## src/rtl/pong_pkg.sv

```systemverilog
// Shared Pong definitions: match-sequencer state encoding, winner encoding
// and the default start/pause keycodes used by the keyboard consumers.
package pong_pkg;

  typedef enum logic [2:0] {
    ST_IDLE   = 3'd0,
    ST_SERVE  = 3'd1,
    ST_PLAY   = 3'd2,
    ST_POINT  = 3'd3,
    ST_PAUSED = 3'd4,
    ST_OVER   = 3'd5
  } state_t;

  typedef enum logic [1:0] {
    WIN_NONE  = 2'b00,
    WIN_LEFT  = 2'b01,
    WIN_RIGHT = 2'b10
  } winner_t;

  localparam logic [7:0] KEY_START_DEF = 8'h2C;  // space
  localparam logic [7:0] KEY_PAUSE_DEF = 8'h13;  // P

endpackage

```

## src/rtl/key_press_det.sv

```systemverilog
// Keycode edge detector: a press is the frame where keycode first equals
// the key, so a held key yields one event.
// Ports:
//   frame_clk, Reset      clock, synchronous active-high reset
//   keycode[7:0]          current keycode (0 = none)
//   start_press           KEY_START pressed this frame
//   pause_press           KEY_PAUSE pressed this frame
module key_press_det
  import pong_pkg::*;
#(
  parameter logic [7:0] KEY_START = KEY_START_DEF,
  parameter logic [7:0] KEY_PAUSE = KEY_PAUSE_DEF
) (
  input  logic       frame_clk,
  input  logic       Reset,
  input  logic [7:0] keycode,
  output logic       start_press,
  output logic       pause_press
);

  logic [7:0] keycode_prev;

  always_ff @(posedge frame_clk) begin
    if (Reset) keycode_prev <= 8'h00;
    else       keycode_prev <= keycode;
  end

  assign start_press = (keycode == KEY_START) && (keycode_prev != KEY_START);
  assign pause_press = (keycode == KEY_PAUSE) && (keycode_prev != KEY_PAUSE);

endmodule

```

## src/rtl/pong_match_ctrl.sv

```systemverilog
// Pong match sequencer. Gates the ball datapath through serve countdowns,
// point displays and pauses, requests recentring, chooses serve direction,
// and keeps the scores and the winner.
// Ports:
//   frame_clk, Reset            clock (one tick per frame), sync active-high reset
//   keycode[7:0]                keyboard keycode bus
//   point_left / point_right    one-frame scoring pulses from the ball datapath
//   ball_run                    ball may move this frame
//   ball_recentre               one-frame request to load the centre position
//   serve_right                 next serve goes toward +X
//   score_left/right[3:0]       scores
//   winner[1:0]                 00 none, 01 left, 10 right
//   state_o[2:0]                current state for on-screen text
module pong_match_ctrl
  import pong_pkg::*;
#(
  parameter int         SERVE_DELAY = 60,
  parameter int         POINT_HOLD  = 30,
  parameter int         WIN_SCORE   = 7,
  parameter logic [7:0] KEY_START   = KEY_START_DEF,
  parameter logic [7:0] KEY_PAUSE   = KEY_PAUSE_DEF
) (
  input  logic       frame_clk,
  input  logic       Reset,
  input  logic [7:0] keycode,
  input  logic       point_left,
  input  logic       point_right,
  output logic       ball_run,
  output logic       ball_recentre,
  output logic       serve_right,
  output logic [3:0] score_left,
  output logic [3:0] score_right,
  output logic [1:0] winner,
  output logic [2:0] state_o
);

  // Timer counts down to 0 inclusive, so loading N-1 gives N frames in state.
  localparam logic [7:0] SERVE_LD = 8'(SERVE_DELAY - 1);
  localparam logic [7:0] POINT_LD = 8'(POINT_HOLD - 1);
  localparam logic [3:0] WIN_Q    = 4'(WIN_SCORE);

  state_t     state, state_nxt;
  winner_t    win_q, win_nxt;
  logic [7:0] timer, timer_nxt;
  logic [3:0] sl_nxt, sr_nxt;
  logic       srv_nxt, rec_nxt;
  logic       resume_play, resume_nxt;  // PAUSED returns to PLAY (1) or SERVE (0)
  logic       start_press, pause_press;

  key_press_det #(.KEY_START(KEY_START), .KEY_PAUSE(KEY_PAUSE)) u_keys (
    .frame_clk  (frame_clk),
    .Reset      (Reset),
    .keycode    (keycode),
    .start_press(start_press),
    .pause_press(pause_press)
  );

  always_ff @(posedge frame_clk) begin
    if (Reset) begin
      state         <= ST_IDLE;
      timer         <= 8'd0;
      score_left    <= 4'd0;
      score_right   <= 4'd0;
      win_q         <= WIN_NONE;
      serve_right   <= 1'b1;
      resume_play   <= 1'b0;
      ball_run      <= 1'b0;
      ball_recentre <= 1'b0;
    end else begin
      state         <= state_nxt;
      timer         <= timer_nxt;
      score_left    <= sl_nxt;
      score_right   <= sr_nxt;
      win_q         <= win_nxt;
      serve_right   <= srv_nxt;
      resume_play   <= resume_nxt;
      // Registered from the next state so it tracks state_o exactly.
      ball_run      <= (state_nxt == ST_PLAY);
      ball_recentre <= rec_nxt;
    end
  end

  always_comb begin
    state_nxt  = state;
    timer_nxt  = timer;
    sl_nxt     = score_left;
    sr_nxt     = score_right;
    win_nxt    = win_q;
    srv_nxt    = serve_right;
    resume_nxt = resume_play;
    rec_nxt    = 1'b0;
    case (state)
      ST_IDLE, ST_OVER: begin
        if (start_press) begin
          state_nxt = ST_SERVE;
          sl_nxt    = 4'd0;
          sr_nxt    = 4'd0;
          win_nxt   = WIN_NONE;
          srv_nxt   = 1'b1;
          rec_nxt   = 1'b1;
          timer_nxt = SERVE_LD;
        end
      end
      ST_SERVE: begin
        // Pause leaves the timer untouched so the frame it lands on is not lost.
        if (pause_press) begin
          state_nxt  = ST_PAUSED;
          resume_nxt = 1'b0;
        end else if (timer == 8'd0) begin
          state_nxt = ST_PLAY;
        end else begin
          timer_nxt = timer - 8'd1;
        end
      end
      ST_PLAY: begin
        // Points outrank pause; left outranks right.
        if (point_left) begin
          sl_nxt    = score_left + 4'd1;
          srv_nxt   = 1'b0;
          timer_nxt = POINT_LD;
          state_nxt = ST_POINT;
        end else if (point_right) begin
          sr_nxt    = score_right + 4'd1;
          srv_nxt   = 1'b1;
          timer_nxt = POINT_LD;
          state_nxt = ST_POINT;
        end else if (pause_press) begin
          state_nxt  = ST_PAUSED;
          resume_nxt = 1'b1;
        end
      end
      ST_POINT: begin
        if (timer != 8'd0) begin
          timer_nxt = timer - 8'd1;
        end else if (score_left == WIN_Q || score_right == WIN_Q) begin
          state_nxt = ST_OVER;
          win_nxt   = (score_left == WIN_Q) ? WIN_LEFT : WIN_RIGHT;
        end else begin
          state_nxt = ST_SERVE;
          rec_nxt   = 1'b1;
          timer_nxt = SERVE_LD;
        end
      end
      ST_PAUSED: begin
        if (start_press) state_nxt = resume_play ? ST_PLAY : ST_SERVE;
      end
      default: state_nxt = ST_IDLE;
    endcase
  end

  assign winner  = win_q;
  assign state_o = state;

endmodule

```

## config.mk

```make
export PLATFORM = sky130hd
export DESIGN_NAME = pong_match_ctrl
export DESIGN_NICKNAME = d
export VERILOG_FILES = /design/src/rtl/pong_pkg.sv /design/src/rtl/key_press_det.sv /design/src/rtl/pong_match_ctrl.sv
export SDC_FILE = /design/constraint.sdc
export NUM_CORES = 1
export LEC_CHECK = 0
export CELL_PAD_IN_SITES_DETAIL_PLACEMENT = 2
export CELL_PAD_IN_SITES_GLOBAL_PLACEMENT = 2
export CORE_MARGIN = 1.5
export CORE_UTILIZATION = 32
export CTS_BUF_LIST = sky130_fd_sc_hd__clkbuf_16
export DETAILED_ROUTE_END_ITERATION = 10
export PLACE_DENSITY_LB_ADDON = 0.05
export SLEW_MARGIN = 10
export SYNTH_ARGS = -nofsm -noshare
export SYNTH_HDL_FRONTEND = slang
export SYNTH_HIERARCHICAL = 1
export SYNTH_SLANG_ARGS = --single-unit
export TNS_END_PERCENT = 1
```

## constraint.sdc

```tcl
create_clock -name frame_clk -period 2.5 [get_ports frame_clk]
set_input_delay 0.5 -clock frame_clk [delete_from_list [all_inputs] [get_ports frame_clk]]
set_output_delay 0.5 -clock frame_clk [all_outputs]
set_load 0.1 [all_outputs]
```

Yosys cells after proc, flatten, opt, wreduce, memory -nomap -nowiden:

Cells that the tools add are included.

* flip-flop bits (word level): 33
* input bits: 12
* output and inout bits: 16
* word-level logic and storage cells: 98

* add/subtract/negate cells: 3
* equal/unequal tests: 25
* mux-type cells: 43
* reductions and logical operators: 17

Operators with widths (count)
* $mux 8: 7
* $pmux 8 s4: 1
* $mux 3: 9
* $ne 2x2->1 const B: 11
* $mux 4: 4
* $pmux 4 s2: 2
* $pmux 3 s5: 1
* $mux 1: 10
* $mux 2: 5
* $eq 3x2->1 const B: 3
* $add 4x1->4 const B: 2
* $eq 4x3->1 const B: 2
* $eq 8x5->1 const B: 1
* $eq 8x6->1 const B: 1
* $logic_not 8->1: 1
* $ne 8x5->1 const B: 1
* $ne 8x6->1 const B: 1
* $reduce_and 4->1: 2
* $reduce_bool 8->1: 1
* $sub 8x1->8 const B: 1
* $eq 3x3->1 const B: 2
* $ne 3x3->1 const B: 2
* $pmux 1 s2: 3
* $reduce_and 3->1: 2
* 10 further kinds: 13

Logic depth before layout (Yosys ltp):

* word-level depth: 7
* depth in mapped cells: 8
* mapped depth without buffers: 7

By module:

Netlist, hierarchy kept.

By module, submodules not included
* pong_match_ctrl: times used 1, cells an instance 175, area each 1453.9 µm², sequential area each 500.5 µm²
* key_press_det: times used 1, cells an instance 26, area each 300.3 µm², sequential area each 160.2 µm²

Least setup slack after synthesis:

No wires, ideal clock.

* kind: input -> register
* start point: in keycode[0]
* end point: reg score_right[2]
* library setup time: 0.078 ns
* data arrival time: 2.304 ns
* data required time: 2.422 ns
* setup slack: 0.118 ns
* stages on the path: 8
* cell sequence: or4_1 a211oi_1 nand2b_1 nor3_1 clkbuf_1 o21ai_0 xor2_1 nor3_1

* longest elaborated chain between the ends: 4

Ends and longest elaborated chain
* from (decl): RTL line pong_match_ctrl.sv:25 `input logic [7:0] keycode,`
* $eq 8x6->1: RTL line key_press_det.sv:28 `assign start_press = (keycode == KEY_START) && (keycode_prev != KEY_START);`
* $logic_and 1x1->1: RTL line key_press_det.sv:28
* net start_press: RTL line pong_match_ctrl.sv:48 `logic start_press, pause_press;`
* $ne 2x2->1 (no source line)
* $reduce_and 4->1 (no source line)
* to (signal assigned): RTL line pong_match_ctrl.sv:73 `score_right <= sr_nxt;`
* to (decl): RTL line pong_match_ctrl.sv:32 `output logic [3:0] score_right,`

The timed path passes the listed nets, and every way through them passes these cells.
A chain may end at the register's enable or synchronous reset.

Final worst setup path:

* start point: in keycode[4]
* end point: reg timer[4]

* longest elaborated chain between the ends: 4
* elaborated cells between the ends (all ways): 7
* classes of those cells: eq/ne (4); reduce/logical (3)

Ends and longest elaborated chain
* $eq 8x5->1: RTL line key_press_det.sv:29 `assign pause_press = (keycode == KEY_PAUSE) && (keycode_prev != KEY_PAUSE);`
* $logic_and 1x1->1: RTL line key_press_det.sv:29
* net pause_press: RTL line pong_match_ctrl.sv:48
* $ne 2x2->1 (no source line)
* $reduce_and 6->1 (no source line)
* to (signal assigned): RTL line pong_match_ctrl.sv:71 `timer <= timer_nxt;`
* to (decl): RTL line pong_match_ctrl.sv:44 `logic [7:0] timer, timer_nxt;`

The timed path passes the listed nets, and every way through them passes these cells.

==> impl_metrics.json <==
{
  "seq_power_share": 0.275,
  "grt_max_degree": 17,
  "antenna_left": 0,
  "io_buffers": 27,
  "slew_headroom": 0.578,
  "min_period_ps": 2390,
  "p_sw_mw": 1.19,
  "syn_area_mm2": 0.00175,
  "cp_data_required_time_ps": 2660,
  "end_kind": "flop",
  "maxSlewViolCount": 0,
  "finalSetupViolations": 0,
  "r2r-start": "u_keys/keycode_prev[1]$_SDFF_PP0_",
  "dieArea_mm2": 0.00594,
  "worstPathMaxFanout": 4,
  "synth_nets": 217,
  "cts_sinks": 33,
  "initial_core_util": 0.337,
  "viasPerCell": 5.49,
  "crit_slowest_cell": "clkdlybuf4s50_1",
  "switching_share": 0.448,
  "r2r.worst_path.cells": 7,
  "insertedDiodeCount": 0,
  "fmax_mhz": 418,
  "layout.cells.non_filler": 317,
  "drt-initial-drc-count": 93,
  "avgSynthCellArea_um2": 8.73,
  "timing.hold.ws_ps": 458,
  "place_ws_ps": -378,
  "cts_max_level": 2,
  "yosys_warnings": 6,
  "grt_pass1_wl_um": 9670,
  "yosysMostFrequentCell": "dfxtp_1",
  "syn-instance-count": 201,
  "min_period_over_period": 0.957,
  "wl_per_cell_um": 18.5,
  "clockRootBuffer": "clkbuf_16",
  "antenna_found_initial": 0,
  "ir_drop_uv": 667,
  "synth_commonest_cells": "33 x dfxtp_1, 18 x nor2_1, 13 x a21oi_1, 13 x nand2_1",
  "crit_chain": "clkdlybuf4s50_1, or4b_4, a211oi_2, buf_4, nand2b_1, o21ai_2, o21a_2, nor2_2, o2111a_1",
  "power.total_mw": 2.66,
  "rows": 26,
  "leakagePower_nw": 0.936,
  "internal-power_mw": 1.47,
  "fin_skew_ps": 2.75,
  "synth_edf_count": 0,
  "vias": 1740,
  "tightest_slew_ps": 631,
  "yosys.area.top_type": "dfxtp_1",
  "hp-start": "winner[0]$_SDFFE_PP0P_",
  "die_width_um": 77.0,
  "startpoint": "keycode[4]",
  "synth_seq_cells": 33,
  "worst_setup_path_start_kind": "input pin",
  "clkTransAtPathRegs_ps": 50,
  "dp_cells": 309,
  "seq_area_frac_synth": 0.377,
  "min_path_type": "reg2reg",
  "die_y_um": 77.0,
  "grt_usage": 0.210,
  "clockPowerShare": 0.215,
  "dpl.hpwl_um": 4430,
  "place.gp.congestion": 0.857,
  "design.core.area_mm2": 0.00520,
  "synth_top_area_frac": 0.377,
  "status": "completed",
  "max_stage_delay_ps": 490,
  "arrival_ps": 2560,
  "wirelength_um": 5850,
  "synthFlopType": "dfxtp_1",
  "first_pass_iters": 4,
  "ys_types": 56,
  "cap_violations": 0,
  "cts_tree": "done",
  "setup_ws_ps": 108,
  "power_density_mw_per_mm2": 1120,
  "worst-path-buf-inv": 2,
  "final_layout_size_suffix_gt1_frac": 0.235,
  "drc": 0,
  "finalHoldViolations": 0,
  "grt_pass1_vias": 1925,
  "area_delta_synth_final_pct": 35.7,
  "worst-setup-path-type": "in2reg",
  "p_comb_frac": 0.510,
  "io_pins": 28,
  "critical_path_depth": 9,
  "cts_made_buffers": 5,
  "synthArstFlopShare": 0,
  "cts_buffer_depth": 2,
  "cts_hold_buffers": 0,
  "final_core_util": 0.457,
  "grt.overflow.total": 0,
  "min_path_cells": 2,
  "layout.nets": 263,
  "clock_latency_ps": 280,
  "crit_family": "compound AO/OA/AOI/OAI gates",
  "synth.area.top_cells": "dfxtp_1 38%, nor2b_1 4.3%, nor2_1 3.9%"
}
==> sequential cells by signal, summed over array words and instances (netlist names) <==
signal / cells
u_keys/keycode_prev: 8
ball_recentre: 1
resume_play: 1
timer: 8
state_o: 3
score_right: 4
winner: 2
score_left: 4
ball_run: 1
serve_right: 1
==> path summary, 6_finish.rpt <==
check	end	slack [ps]
hold / removal	winner[0]$_SDFFE_PP0P_	460
hold reg to reg	winner[0]$_SDFFE_PP0P_	460
setup reg to reg	timer[4]$_SDFFE_PP0P_	400
setup / recovery	timer[4]$_SDFFE_PP0P_	110
==> placed cells by master, fill, tap and decap left out, drive strengths merged, types with 2 or more instances in the layout <==
master / instances
a21oi: 13
or4: 2
a31oi: 3
clkbuf: 5
nand3: 4
nand2: 13
nor4: 2
o22ai: 2
xor2: 5
nor4bb: 2
nor3: 12
a211oi: 4
mux2i: 4
clkdlybuf4s50: 7
dlymetal6s2s: 4
a311oi: 2
ha: 4
buf: 36
o21bai: 2
or2: 2
o211ai: 2
nand3b: 3
nand2b: 6
o21ai: 8
a22oi: 2
nor2b: 12
or4b: 2
nor4b: 4
dfxtp: 33
nor3b: 3
inv: 5
nor2: 19
or3: 3
==> tightest hold or removal path, cell delays in order, from the launching register on <==
cell	delay, ps
dfxtp_1	310
nand2_1	50
a21oi_1	50
==> routing by layer <==
| layer | wire length, um | GRT usage | share of wire |
|---|---|---|---|
| met2 | 3040 | 0.381 | 0.52 |
| met1 | 2570 | 0.251 | 0.44 |
| met3 | 163 | 0.0417 | 0.028 |
| met4 | 80 | 0.0600 | 0.014 |
| met5 | 0 | 0 | 0 |
==> power groups by stage <==
stage	sequential [mW]	clock (mW)	combinational, mW
finish	0.732	0.572	1.36
global route	0.751	0.605	1.47
CTS	0.731	0.582	1.33
detailed placement	0.740	0	1.29
global placement	0.730	0	1.24
floorplan	0.867	0	0.717
==> kinds of logic after synthesis <==
logic type,after synthesis,synth area share
AO/OA/AOI/OAI,48,0.197
multiplexers,4,0.0228
flip-flops,33,0.377
AND/OR/NAND/NOR,94,0.315
buffers and inverters,12,0.0307
adder cells (fa/ha/maj),4,0.0285
XOR/XNOR,6,0.0300
==> per-stage QoR <==
step | cell area (um^2) | TNS [ps]
after global placement | 2180 | -3420
after detailed placement | 2180 | -5040
after floorplan | 1750 | 0
final | 2380 | 0
after CTS | 2340 | 0
after global routing | 2380 | -7.20
==> layout make-up <==
class                   instances  area, um^2
fillers                       580        2820
multi-input cells             156        1080
flip-flops and latches         33         661
repair buffers                 47         403
clock buffers                   5         125
well taps                      70        87.6
inverters                       4        15.0
clock inverters                 2        7.51
==> repair_timing <==
| action | CTS | global route |
|---|---|---|
| gates resized for setup | 2 | 11 |
| endpoints found under the setup margin | 5 | 15 |
| setup buffers | 1 | 0 |
| cloned | 0 | 0 |
| pin swaps | 0 | 5 |
Note: power is estimated with default switching activity, not from simulation.
